## src/rtl/spi_pkg.sv

```systemverilog
// Shared constants for the SPI input conditioner: pin idle levels and
// debounce-length limits.
package spi_pkg;

    localparam int unsigned WAIT_DEFAULT = 3;
    localparam int unsigned WAIT_MAX     = 15;

    localparam logic SCLK_IDLE = 1'b0;
    localparam logic CS_IDLE   = 1'b1;
    localparam logic MOSI_IDLE = 1'b0;

endpackage

```

## src/rtl/spi_ic_channel.sv

```systemverilog
// One conditioning channel: two-flop synchronizer, optional debounce filter
// and registered edge strobes. The debounce filter is built only when
// SPI_IC_DEBOUNCE_EN is defined; otherwise the synchronized level passes
// straight through one register and WAIT has no effect.
module spi_ic_channel
    import spi_pkg::*;
#(
    parameter int unsigned WAIT = WAIT_DEFAULT,
    parameter logic        IDLE = 1'b0
) (
    input  logic clk,
    input  logic reset,
    input  logic raw,
    output logic cond,
    output logic pos,
    output logic neg
);

    if (WAIT < 1 || WAIT > WAIT_MAX) begin : g_bad_wait
        $error("spi_ic_channel: WAIT out of range 1..15");
    end

    logic s1;
    logic s2;

    // Two-flop synchronizer; resets to the channel idle level.
    always_ff @(posedge clk or posedge reset) begin
        if (reset) begin
            s1 <= IDLE;
            s2 <= IDLE;
        end else begin
            s1 <= raw;
            s2 <= s1;
        end
    end

`ifdef SPI_IC_DEBOUNCE_EN
    localparam int unsigned    CW   = $clog2(WAIT + 1);
    localparam logic [CW-1:0]  LAST = CW'(WAIT - 1);

    logic [CW-1:0] cnt;

    // Accept a new level only after WAIT consecutive disagreeing samples.
    always_ff @(posedge clk or posedge reset) begin
        if (reset) begin
            cnt  <= '0;
            cond <= IDLE;
            pos  <= 1'b0;
            neg  <= 1'b0;
        end else begin
            pos <= 1'b0;
            neg <= 1'b0;
            if (s2 == cond) begin
                cnt <= '0;
            end else if (cnt == LAST) begin
                cond <= s2;
                cnt  <= '0;
                pos  <= s2;
                neg  <= ~s2;
            end else begin
                cnt <= cnt + 1'b1;
            end
        end
    end
`else
    // Unfiltered: follow the synchronized level and strobe on every change.
    always_ff @(posedge clk or posedge reset) begin
        if (reset) begin
            cond <= IDLE;
            pos  <= 1'b0;
            neg  <= 1'b0;
        end else begin
            cond <= s2;
            pos  <= s2 & ~cond;
            neg  <= ~s2 & cond;
        end
    end
`endif

endmodule

```

## src/rtl/spi_input_conditioner.sv

```systemverilog
// Conditions the raw SPI pins (sclk, cs, mosi) into the clk domain.
// Three independent spi_ic_channel instances; debounce filtering is
// enabled by defining SPI_IC_DEBOUNCE_EN.
module spi_input_conditioner
    import spi_pkg::*;
#(
    parameter int unsigned WAIT = WAIT_DEFAULT
) (
    input  logic clk,
    input  logic reset,
    input  logic sclk_in,
    input  logic cs_in,
    input  logic mosi_in,
    output logic sclk_cond,
    output logic sclk_pos,
    output logic sclk_neg,
    output logic cs_cond,
    output logic cs_fall,
    output logic cs_rise,
    output logic mosi_cond
);

    logic unused_mosi_pos;
    logic unused_mosi_neg;

    spi_ic_channel #(.WAIT(WAIT), .IDLE(SCLK_IDLE)) u_sclk (
        .clk   (clk),
        .reset (reset),
        .raw   (sclk_in),
        .cond  (sclk_cond),
        .pos   (sclk_pos),
        .neg   (sclk_neg)
    );

    // cs is active-low: leaving idle (1->0) is the frame-start strobe.
    spi_ic_channel #(.WAIT(WAIT), .IDLE(CS_IDLE)) u_cs (
        .clk   (clk),
        .reset (reset),
        .raw   (cs_in),
        .cond  (cs_cond),
        .pos   (cs_rise),
        .neg   (cs_fall)
    );

    spi_ic_channel #(.WAIT(WAIT), .IDLE(MOSI_IDLE)) u_mosi (
        .clk   (clk),
        .reset (reset),
        .raw   (mosi_in),
        .cond  (mosi_cond),
        .pos   (unused_mosi_pos),
        .neg   (unused_mosi_neg)
    );

endmodule

```

## config.mk

```make
export PLATFORM = sky130hd
export DESIGN_NAME = spi_input_conditioner
export DESIGN_NICKNAME = d
export VERILOG_FILES = /design/src/rtl/spi_pkg.sv /design/src/rtl/spi_ic_channel.sv /design/src/rtl/spi_input_conditioner.sv
export SDC_FILE = /design/constraint.sdc
export NUM_CORES = 1
export LEC_CHECK = 0
export CAP_MARGIN = 30
export CORE_AREA = 2 2 39 41
export DETAILED_ROUTE_END_ITERATION = 6
export DIE_AREA = 0 0 41 43
export GPL_ROUTABILITY_DRIVEN = 0
export SKIP_CTS_REPAIR_TIMING = 1
export SLEW_MARGIN = 20
export SYNTH_ARGS = -nofsm -noshare
export SYNTH_HDL_FRONTEND = slang
export SYNTH_HIERARCHICAL = 1
export SYNTH_SLANG_ARGS = --single-unit
```

## constraint.sdc

```tcl
create_clock -name clk -period 2 [get_ports clk]
set_input_delay 0.4 -clock clk [delete_from_list [all_inputs] [get_ports clk]]
set_output_delay 0.4 -clock clk [all_outputs]
set_load 0.01 [all_outputs]
```

==> impl_metrics.env, run 1 <==
export IMPL_status="complete, no violations"
export IMPL_mostFrequentLayoutCells="clkdlybuf4s50_1 (11), dfrtp_1 (10), clkbuf_4 (3), inv_1 (3), dfstp_2 (3)"
export IMPL_use_met1=0.0767
export IMPL_setup_violations=0
export IMPL_regToRegStartpoint="u_cs/s2$_DFF_PP1_"
export IMPL_rsz0062_at_grt="no"
export IMPL_fin_setup_tns_ns=0
export IMPL_port_buffer_count=11
export IMPL_final_nets=41
export IMPL_crit_arrival_ns=1.34
export IMPL_die_area_sq_mm=0.00176
export IMPL_fin_skew_ns=0.00178
export IMPL_cp_max_fo=3
export IMPL_synth_area_sq_um=370
export IMPL_worst_setup_path_start_kind="flip-flop"
export IMPL_tightest_slew_ns=0.180
export IMPL_p_seq_frac=0.605
export IMPL_critPathCaptureType="primary output"
export IMPL_cts_sinks=13
export IMPL_reg2reg_setup_slack_ns=1.14
export IMPL_drt_wl_total_um=570
export IMPL_leakage_nw=0.240
export IMPL_slew_viol_final=0
export IMPL_min_path_type="flip-flop to flip-flop"
export IMPL_firstDrtPassIters=2
export IMPL_worst_ep_required_time_ns=1.60
export IMPL_root_buffer="clkbuf_4"
export IMPL_drtIter0Drc=1
export IMPL_ios=12
export IMPL_min_period_ns=1.74
export IMPL_antenna_found_initial=0
export IMPL_swShare=0.196
export IMPL_reg2reg_depth=1
export IMPL_combPwrFrac=0.076
export IMPL_cts_buffers=3
export IMPL_ant_nets=0
export IMPL_dp_hpwl_um=463
export IMPL_die_h_um=43
export IMPL_grt_busiest_layer="met2"
export IMPL_track_usage=0.0885
export IMPL_grtUsageMet2=0.134
export IMPL_syn_nets=25
export IMPL_critPathKind="flip-flop to primary output"
export IMPL_cts_buffer_depth=2
export IMPL_core_sq_mm=0.00138
export IMPL_hold_viol_final=0
export IMPL_syn_inst=20
export IMPL_synth_warnings=6
export IMPL_grt_max_degree=8
export IMPL_die_w_um=41
export IMPL_crit_buf_inv=1
export IMPL_switching_power_mw=0.0922
export IMPL_vias=189
export IMPL_grt_overflow_total=0
export IMPL_min_period_over_period=0.869
export IMPL_slowest_stage="dfstp_2"
export IMPL_whs_path_depth=0
export IMPL_h_tree_depth=1
export IMPL_clock_fmax_ghz=0.575
export IMPL_slowest_delay_ns=0.55
export IMPL_internal_power_mw=0.377
export IMPL_finalPower_mw=0.470
export IMPL_grt_pass1_wl_um=931
export IMPL_grt_met3_usage=0.0471
export IMPL_holdCritStartpoint="u_mosi/s2$_DFF_PP0_"
export IMPL_grt_pass1_vias=237
export IMPL_powerDensity_mw_per_mm2=892
export IMPL_cts_tree="done"
export IMPL_clk_latency_ns=0.26
export IMPL_syn_area_per_cell_sq_um=18.5
export IMPL_num_rows=14
export IMPL_routedWlPerCell_um=11.2
export IMPL_initial_utilization=0.268
export IMPL_final_common_cell="clkdlybuf4s50_1"
export IMPL_maxCapViolations=0
export IMPL_crit_cells=1
export IMPL_max_slew_margin=0.880
export IMPL_drive_gt1_frac=0.229
export IMPL_setup_worst_path_start="u_cs/cond$_DFF_PP1_"
export IMPL_diodes=0
export IMPL_vdd_drop_max_uv=396
export IMPL_area_growth_pct=42.2
export IMPL_drc=0
export IMPL_crit_path_cell_trace="clkdlybuf4s50_1"
export IMPL_critical_path_top_delay_family="flip-flops"
export IMPL_fillers=142
export IMPL_path_clk_slew_ns=0.07
export IMPL_clkPwrFrac=0.319
export IMPL_via_per_inst=3.71
-- path summary, 6_finish.rpt --
kind | end
min in group asynchronous | u_mosi/s1$_DFF_PP0_
worst min-delay path | u_mosi/cond$_DFF_PP0_
worst max-delay path | cs_cond
worst min register to register | u_mosi/cond$_DFF_PP0_
worst max register to register | u_cs/neg$_DFF_PP0_
max in group asynchronous | u_cs/s1$_DFF_PP1_
-- per-stage QoR --
| step | instances | setup slack, ns | hold WS (ns) | area, sq um | utilization |
|---|---|---|---|---|---|
| after global routing | 51 | 0.213 | 0.366 | 527 | 0.381 |
| after global placement | 47 | 0.563 | 0.335 | 500 | 0.362 |
| final | 51 | 0.261 | 0.354 | 527 | 0.381 |
| after detailed placement | 47 | 0.540 | 0.339 | 500 | 0.362 |
| after CTS | 51 | 0.240 | 0.356 | 527 | 0.381 |
| after floorplan | 20 | 1.07 | 0.154 | 370 | - |
-- state kept, by name, summed over array words and instances (netlist names) --
| signal | cells |
|---|---|
| u_sclk/s2 | 1 |
| u_cs/s2 | 1 |
| u_mosi/s2 | 1 |
| u_mosi/s1 | 1 |
| u_sclk/neg | 1 |
| u_mosi/cond | 1 |
| u_sclk/pos | 1 |
| u_cs/s1 | 1 |
| u_sclk/cond | 1 |
| u_cs/pos | 1 |
| u_sclk/s1 | 1 |
| u_cs/neg | 1 |
| u_cs/cond | 1 |
-- power groups by stage --
stage | Sequential [mW] | Combinational [mW] | Clock [mW]
final | 0.284 | 0.0356 | 0.150
after global routing | 0.286 | 0.0394 | 0.175
after CTS | 0.285 | 0.0365 | 0.158
after detailed placement | 0.289 | 0.0364 | 0
after global placement | 0.288 | 0.0351 | 0
after floorplan | 0.291 | 0.00769 | 0
-- metal layers --
metal,vias to the layer above,share of wire
met2,11,0.53
met4,0,0
met3,0,0.12
met5,-,0
met1,91,0.35
li1,87,-
-- layout make-up --
type / instances / area [sq um] / share of cell area
timing repair buffer: 11 / 110 / 0.209
sequential: 13 / 329 / 0.625
inverter: 3 / 11.3 / 0.0214
tap: 16 / 20.0 / 0.0380
multi-input combinational: 4 / 30.0 / 0.0570
clock buffer: 4 / 26.3 / 0.0499
Note: power is estimated with default switching activity, not from simulation.
==> inputs of run 2 (changes only) <==
--- a/config.mk
+++ b/config.mk
@@ -9,7 +9,9 @@
 export CORE_AREA = 2 2 39 41
 export DETAILED_ROUTE_END_ITERATION = 6
 export DIE_AREA = 0 0 41 43
+export DONT_BUFFER_PORTS = 1
 export GPL_ROUTABILITY_DRIVEN = 0
+export SETUP_SLACK_MARGIN = 0.15
 export SKIP_CTS_REPAIR_TIMING = 1
 export SLEW_MARGIN = 20
 export SYNTH_ARGS = -nofsm -noshare
==> run 2 against run 1 <==
Final cell count decreased by 20%. Clock skew increased by 0.0063 ns. Clock-buffer cell count unchanged. Non-clock buffer count decreased by 10. Critical endpoint unchanged. Largest power group unchanged.
==> impl_metrics.env, run 2 (same netlist as run 1, synthesis figures left out) <==
export IMPL_root_buffer="clkbuf_4"
export IMPL_cp_max_fo=3
export IMPL_final_nets=31
export IMPL_vdd_drop_max_uv=442
export IMPL_critPathCaptureType="primary output"
export IMPL_whs_ns=0.115
export IMPL_cts_sinks=13
export IMPL_min_period_over_period=0.621
export IMPL_min_period_ns=1.24
export IMPL_ios=12
export IMPL_core_sq_mm=0.00138
export IMPL_rsz0062_at_grt="no"
export IMPL_setup_violations=0
export IMPL_num_rows=14
export IMPL_postPlaceCellArea_sq_um=390
export IMPL_vias=155
export IMPL_min_path_type="input port to flip-flop"
export IMPL_initial_utilization=0.268
export IMPL_worst_ep_required_time_ns=1.60
export IMPL_die_w_um=41
export IMPL_worst_setup_path_start_kind="flip-flop"
export IMPL_critPathKind="flip-flop to primary output"
export IMPL_path_clk_slew_ns=0.07
export IMPL_slew_viol_final=0
export IMPL_tightest_slew_ns=0.195
export IMPL_grt_pass1_wl_um=883
export IMPL_dp_hpwl_um=383
export IMPL_final_area_sq_um=427
export IMPL_cts_buffer_depth=2
export IMPL_area_growth_pct=15.2
export IMPL_die_h_um=43
export IMPL_crit_arrival_ns=0.84
export IMPL_drt_wl_total_um=521
export IMPL_die_area_sq_mm=0.00176
export IMPL_hold_viol_final=0
export IMPL_mostFrequentLayoutCells="dfrtp_1 (10), clkbuf_4 (3), inv_1 (3), dfstp_2 (3)"
export IMPL_diodes=0
export IMPL_fin_cells=41
export IMPL_h_tree_depth=1
export IMPL_port_buffer_count=0
export IMPL_cts_tree="done"
export IMPL_grt_pass1_vias=199
export IMPL_grt_max_degree=8
export IMPL_final_common_cell="dfrtp_1"
export IMPL_fin_util=0.308
export IMPL_leakage_nw=0.203
export IMPL_fin_skew_ns=0.00804
export IMPL_clock_fmax_ghz=0.805
export IMPL_clk_latency_ns=0.27
export IMPL_fin_setup_tns_ns=0
export IMPL_drc=0
export IMPL_status="complete, no violations"
export IMPL_firstDrtPassIters=1
export IMPL_cts_buffers=3
export IMPL_drtIter0Drc=0
export IMPL_routedWlPerCell_um=12.7
export IMPL_ant_nets=0
export IMPL_track_usage=0.0879
export IMPL_max_slew_margin=0.870
export IMPL_dp_cells=36
export IMPL_antenna_found_initial=0
export IMPL_maxCapViolations=0
export IMPL_grt_overflow_total=0
export IMPL_drive_gt1_frac=0.320
export IMPL_powerDensity_mw_per_mm2=1060
export IMPL_via_per_inst=3.78
==> run 2: cell types whose count changed in the layout (fill, tap and decap cells not counted), sizes merged <==
cell | before | now
clkdlybuf4s50 | 11 | 0
dlygate4sd3 | 0 | 1
==> run 2: power by group <==
part,total [mW],leakage [nW],internal [mW],switching [mW]
clock network,0.154,0.0150,0.0773,0.0766
registers,0.289,0.153,0.279,0.0102
logic,0.0109,0.0345,0.00452,0.00643
==> run 2: final cells by class <==
type	count	area (sq um)
repair buffers	1	10.0
flip-flops and latches	13	329
multi-input cells	4	30.0
fillers	135	957
well taps	16	20.0
clock buffers	4	26.3
inverters	3	11.3
==> run 2: worst paths after layout <==
| kind | from | end | slack (ns) | depth (start not counted) |
|---|---|---|---|---|
| worst max-delay path | u_cs/cond$_DFF_PP1_ | cs_cond | 0.76 | 0 |
| worst min-delay path | cs_in | u_cs/s1$_DFF_PP1_ | 0.12 | 0 |
| worst max register to register | u_cs/s2$_DFF_PP1_ | u_cs/neg$_DFF_PP0_ | 1.15 | 1 |
| worst min register to register | u_mosi/s2$_DFF_PP0_ | u_mosi/cond$_DFF_PP0_ | 0.34 | 0 |
| max in group asynchronous | reset | u_cs/cond$_DFF_PP1_ | 1.24 | 2 |
| min in group asynchronous | reset | u_mosi/cond$_DFF_PP0_ | 0.48 | 2 |
==> run 2: metal layers <==
layer  vias to the layer above  track usage  share of wire
met5                         -            0              0
met1                        76       0.0751           0.36
met2                        13        0.109           0.45
li1                         66            -              -
met3                         0        0.105           0.19
met4                         0       0.0600              0
==> run 2: through the flow <==
step           setup WS (ns)  total power, mW
6_report               0.758            0.454
5_1_grt                0.706            0.488
4_1_cts                0.735            0.465
3_5_place_dp            1.06            0.303
3_3_place_gp            1.06            0.301
2_1_floorplan           1.07            0.299
==> inputs of run 3 (changes only) <==
==> constraint.sdc (replaced) <==
create_clock -name clk -period 1.2 [get_ports clk]
set_input_delay 0.24 -clock clk [delete_from_list [all_inputs] [get_ports clk]]
set_output_delay 0.24 -clock clk [all_outputs]
set_load 0.01 [all_outputs]
==> run 3 against run 2 <==
Clock skew is essentially flat. Worst setup slack lost 0.64 ns. Highest routed layer unchanged. Clock power grew 67%. Sequential share of layout area shrank 5.1 points. Largest cell class unchanged. Sequential cell count is the same. Sequential power grew 66%. Clock-buffer cell count is the same. Core utilization grew 2.2 points.
==> impl_metrics.env, run 3 (same netlist as run 1, synthesis figures left out) <==
export IMPL_port_buffer_count=0
export IMPL_slew_viol_final=0
export IMPL_worst_setup_path_start_kind="flip-flop"
export IMPL_clock_fmax_ghz=0.924
export IMPL_whs_ns=0.324
export IMPL_timing_rr_end="u_cs/neg$_DFF_PP0_"
export IMPL_grt_max_degree=8
export IMPL_drc=0
export IMPL_area_growth_pct=23.3
export IMPL_min_period_over_period=0.902
export IMPL_die_h_um=43
export IMPL_ant_nets=0
export IMPL_fin_setup_tns_ns=0
export IMPL_antenna_found_initial=0
export IMPL_setup_violations=0
export IMPL_initial_utilization=0.268
export IMPL_routedWlPerCell_um=12.4
export IMPL_powerDensity_mw_per_mm2=1670
export IMPL_hold_viol_final=0
export IMPL_tightest_slew_ns=0.195
export IMPL_h_tree_depth=1
export IMPL_grt_pass1_wl_um=883
export IMPL_via_per_inst=3.82
export IMPL_critPathKind="flip-flop to primary output"
export IMPL_crit_arrival_ns=0.84
export IMPL_setup_worst_path_start="u_cs/cond$_DFF_PP1_"
export IMPL_maxCapViolations=0
export IMPL_rsz0062_at_grt="yes"
export IMPL_min_period_ns=1.08
export IMPL_vias=168
export IMPL_reg2reg_depth=1
export IMPL_cts_tree="done"
export IMPL_grt_overflow_total=0
export IMPL_firstDrtPassIters=1
export IMPL_die_area_sq_mm=0.00176
export IMPL_leakage_nw=0.215
export IMPL_status="complete, no violations"
export IMPL_drive_gt1_frac=0.286
export IMPL_vdd_drop_max_uv=738
export IMPL_root_buffer="clkbuf_4"
export IMPL_min_path_type="input port to asynchronous set/reset pin"
export IMPL_cts_buffer_depth=2
export IMPL_postPlaceCellArea_sq_um=390
export IMPL_drt_wl_total_um=546
export IMPL_final_area_sq_um=457
export IMPL_critPathCaptureType="primary output"
export IMPL_ios=12
export IMPL_mostFrequentLayoutCells="dfrtp_1 (10), dlygate4sd3_1 (4), clkbuf_4 (3), inv_1 (3), dfstp_2 (3)"
export IMPL_grt_pass1_vias=199
export IMPL_final_common_cell="dfrtp_1"
export IMPL_regToRegStartpoint="u_cs/s2$_DFF_PP1_"
export IMPL_max_slew_margin=0.870
export IMPL_drtIter0Drc=0
export IMPL_crit_cells=0
export IMPL_cts_buffers=3
export IMPL_critPathCapture="cs_cond"
export IMPL_diodes=0
export IMPL_final_nets=34
export IMPL_dp_hpwl_um=383
export IMPL_path_clk_slew_ns=0.07
export IMPL_cts_sinks=13
export IMPL_worst_ep_required_time_ns=0.96
export IMPL_core_sq_mm=0.00138
export IMPL_clk_latency_ns=0.27
export IMPL_fin_skew_ns=0.00806
export IMPL_cp_max_fo=3
export IMPL_track_usage=0.0879
export IMPL_num_rows=14
export IMPL_reg2reg_setup_slack_ns=0.35
export IMPL_die_w_um=41
-- run 3: cell types whose count changed in the layout (fill, tap and decap cells not counted) --
cell           before  now
dlygate4sd3_1       1    4
-- run 3: routing by layer --
| metal | share of wire | track usage | up-vias | routed length [um] |
|---|---|---|---|---|
| li1 | - | - | 72 | - |
| met1 | 0.34 | 0.0751 | 83 | 185 |
| met2 | 0.48 | 0.109 | 13 | 260 |
| met3 | 0.18 | 0.105 | 0 | 101 |
| met4 | 0 | 0.0600 | 0 | 0 |
| met5 | 0 | 0 | - | 0 |
-- run 3: stage by stage --
| stage | power (mW) | util | cells | setup slack (ns) |
|---|---|---|---|---|
| detailed placement | 0.505 | 0.282 | 36 | 0.355 |
| floorplan | 0.499 | - | 20 | 0.378 |
| global route | 0.822 | 0.330 | 44 | 0.0658 |
| global placement | 0.502 | 0.282 | 36 | 0.371 |
| CTS | 0.775 | 0.301 | 40 | 0.0945 |
| finish | 0.764 | 0.330 | 44 | 0.118 |
-- run 3: worst min-delay path by stage --
| stage | start | end | slack (ns) | depth (start not counted) |
|---|---|---|---|---|
| after floorplan | reset | u_mosi/cond$_DFF_PP0_ | -0.006 | 1 |
| after global placement | reset | u_mosi/s1$_DFF_PP0_ | 0.004 | 1 |
| after detailed placement | reset | u_mosi/cond$_DFF_PP0_ | 0.007 | 1 |
| after CTS | reset | u_mosi/cond$_DFF_PP0_ | -0.31 | 1 |
| after global routing | reset | u_mosi/cond$_DFF_PP0_ | 0.31 | 2 |
| final | reset | u_mosi/cond$_DFF_PP0_ | 0.32 | 2 |
-- run 3: area by class of cell --
cell class / instances / area [sq um]
timing repair buffer: 4 / 40.0
inverter: 3 / 11.3
sequential: 13 / 329
tap: 16 / 20.0
multi-input combinational: 4 / 30.0
fill: 135 / 927
clock buffer: 4 / 26.3
-- run 3: power breakdown --
part           switching (mW)  internal (mW)  total (mW)
Combinational          0.0121         0.0140      0.0261
Sequential             0.0170          0.464       0.481
Clock                   0.128          0.129       0.257
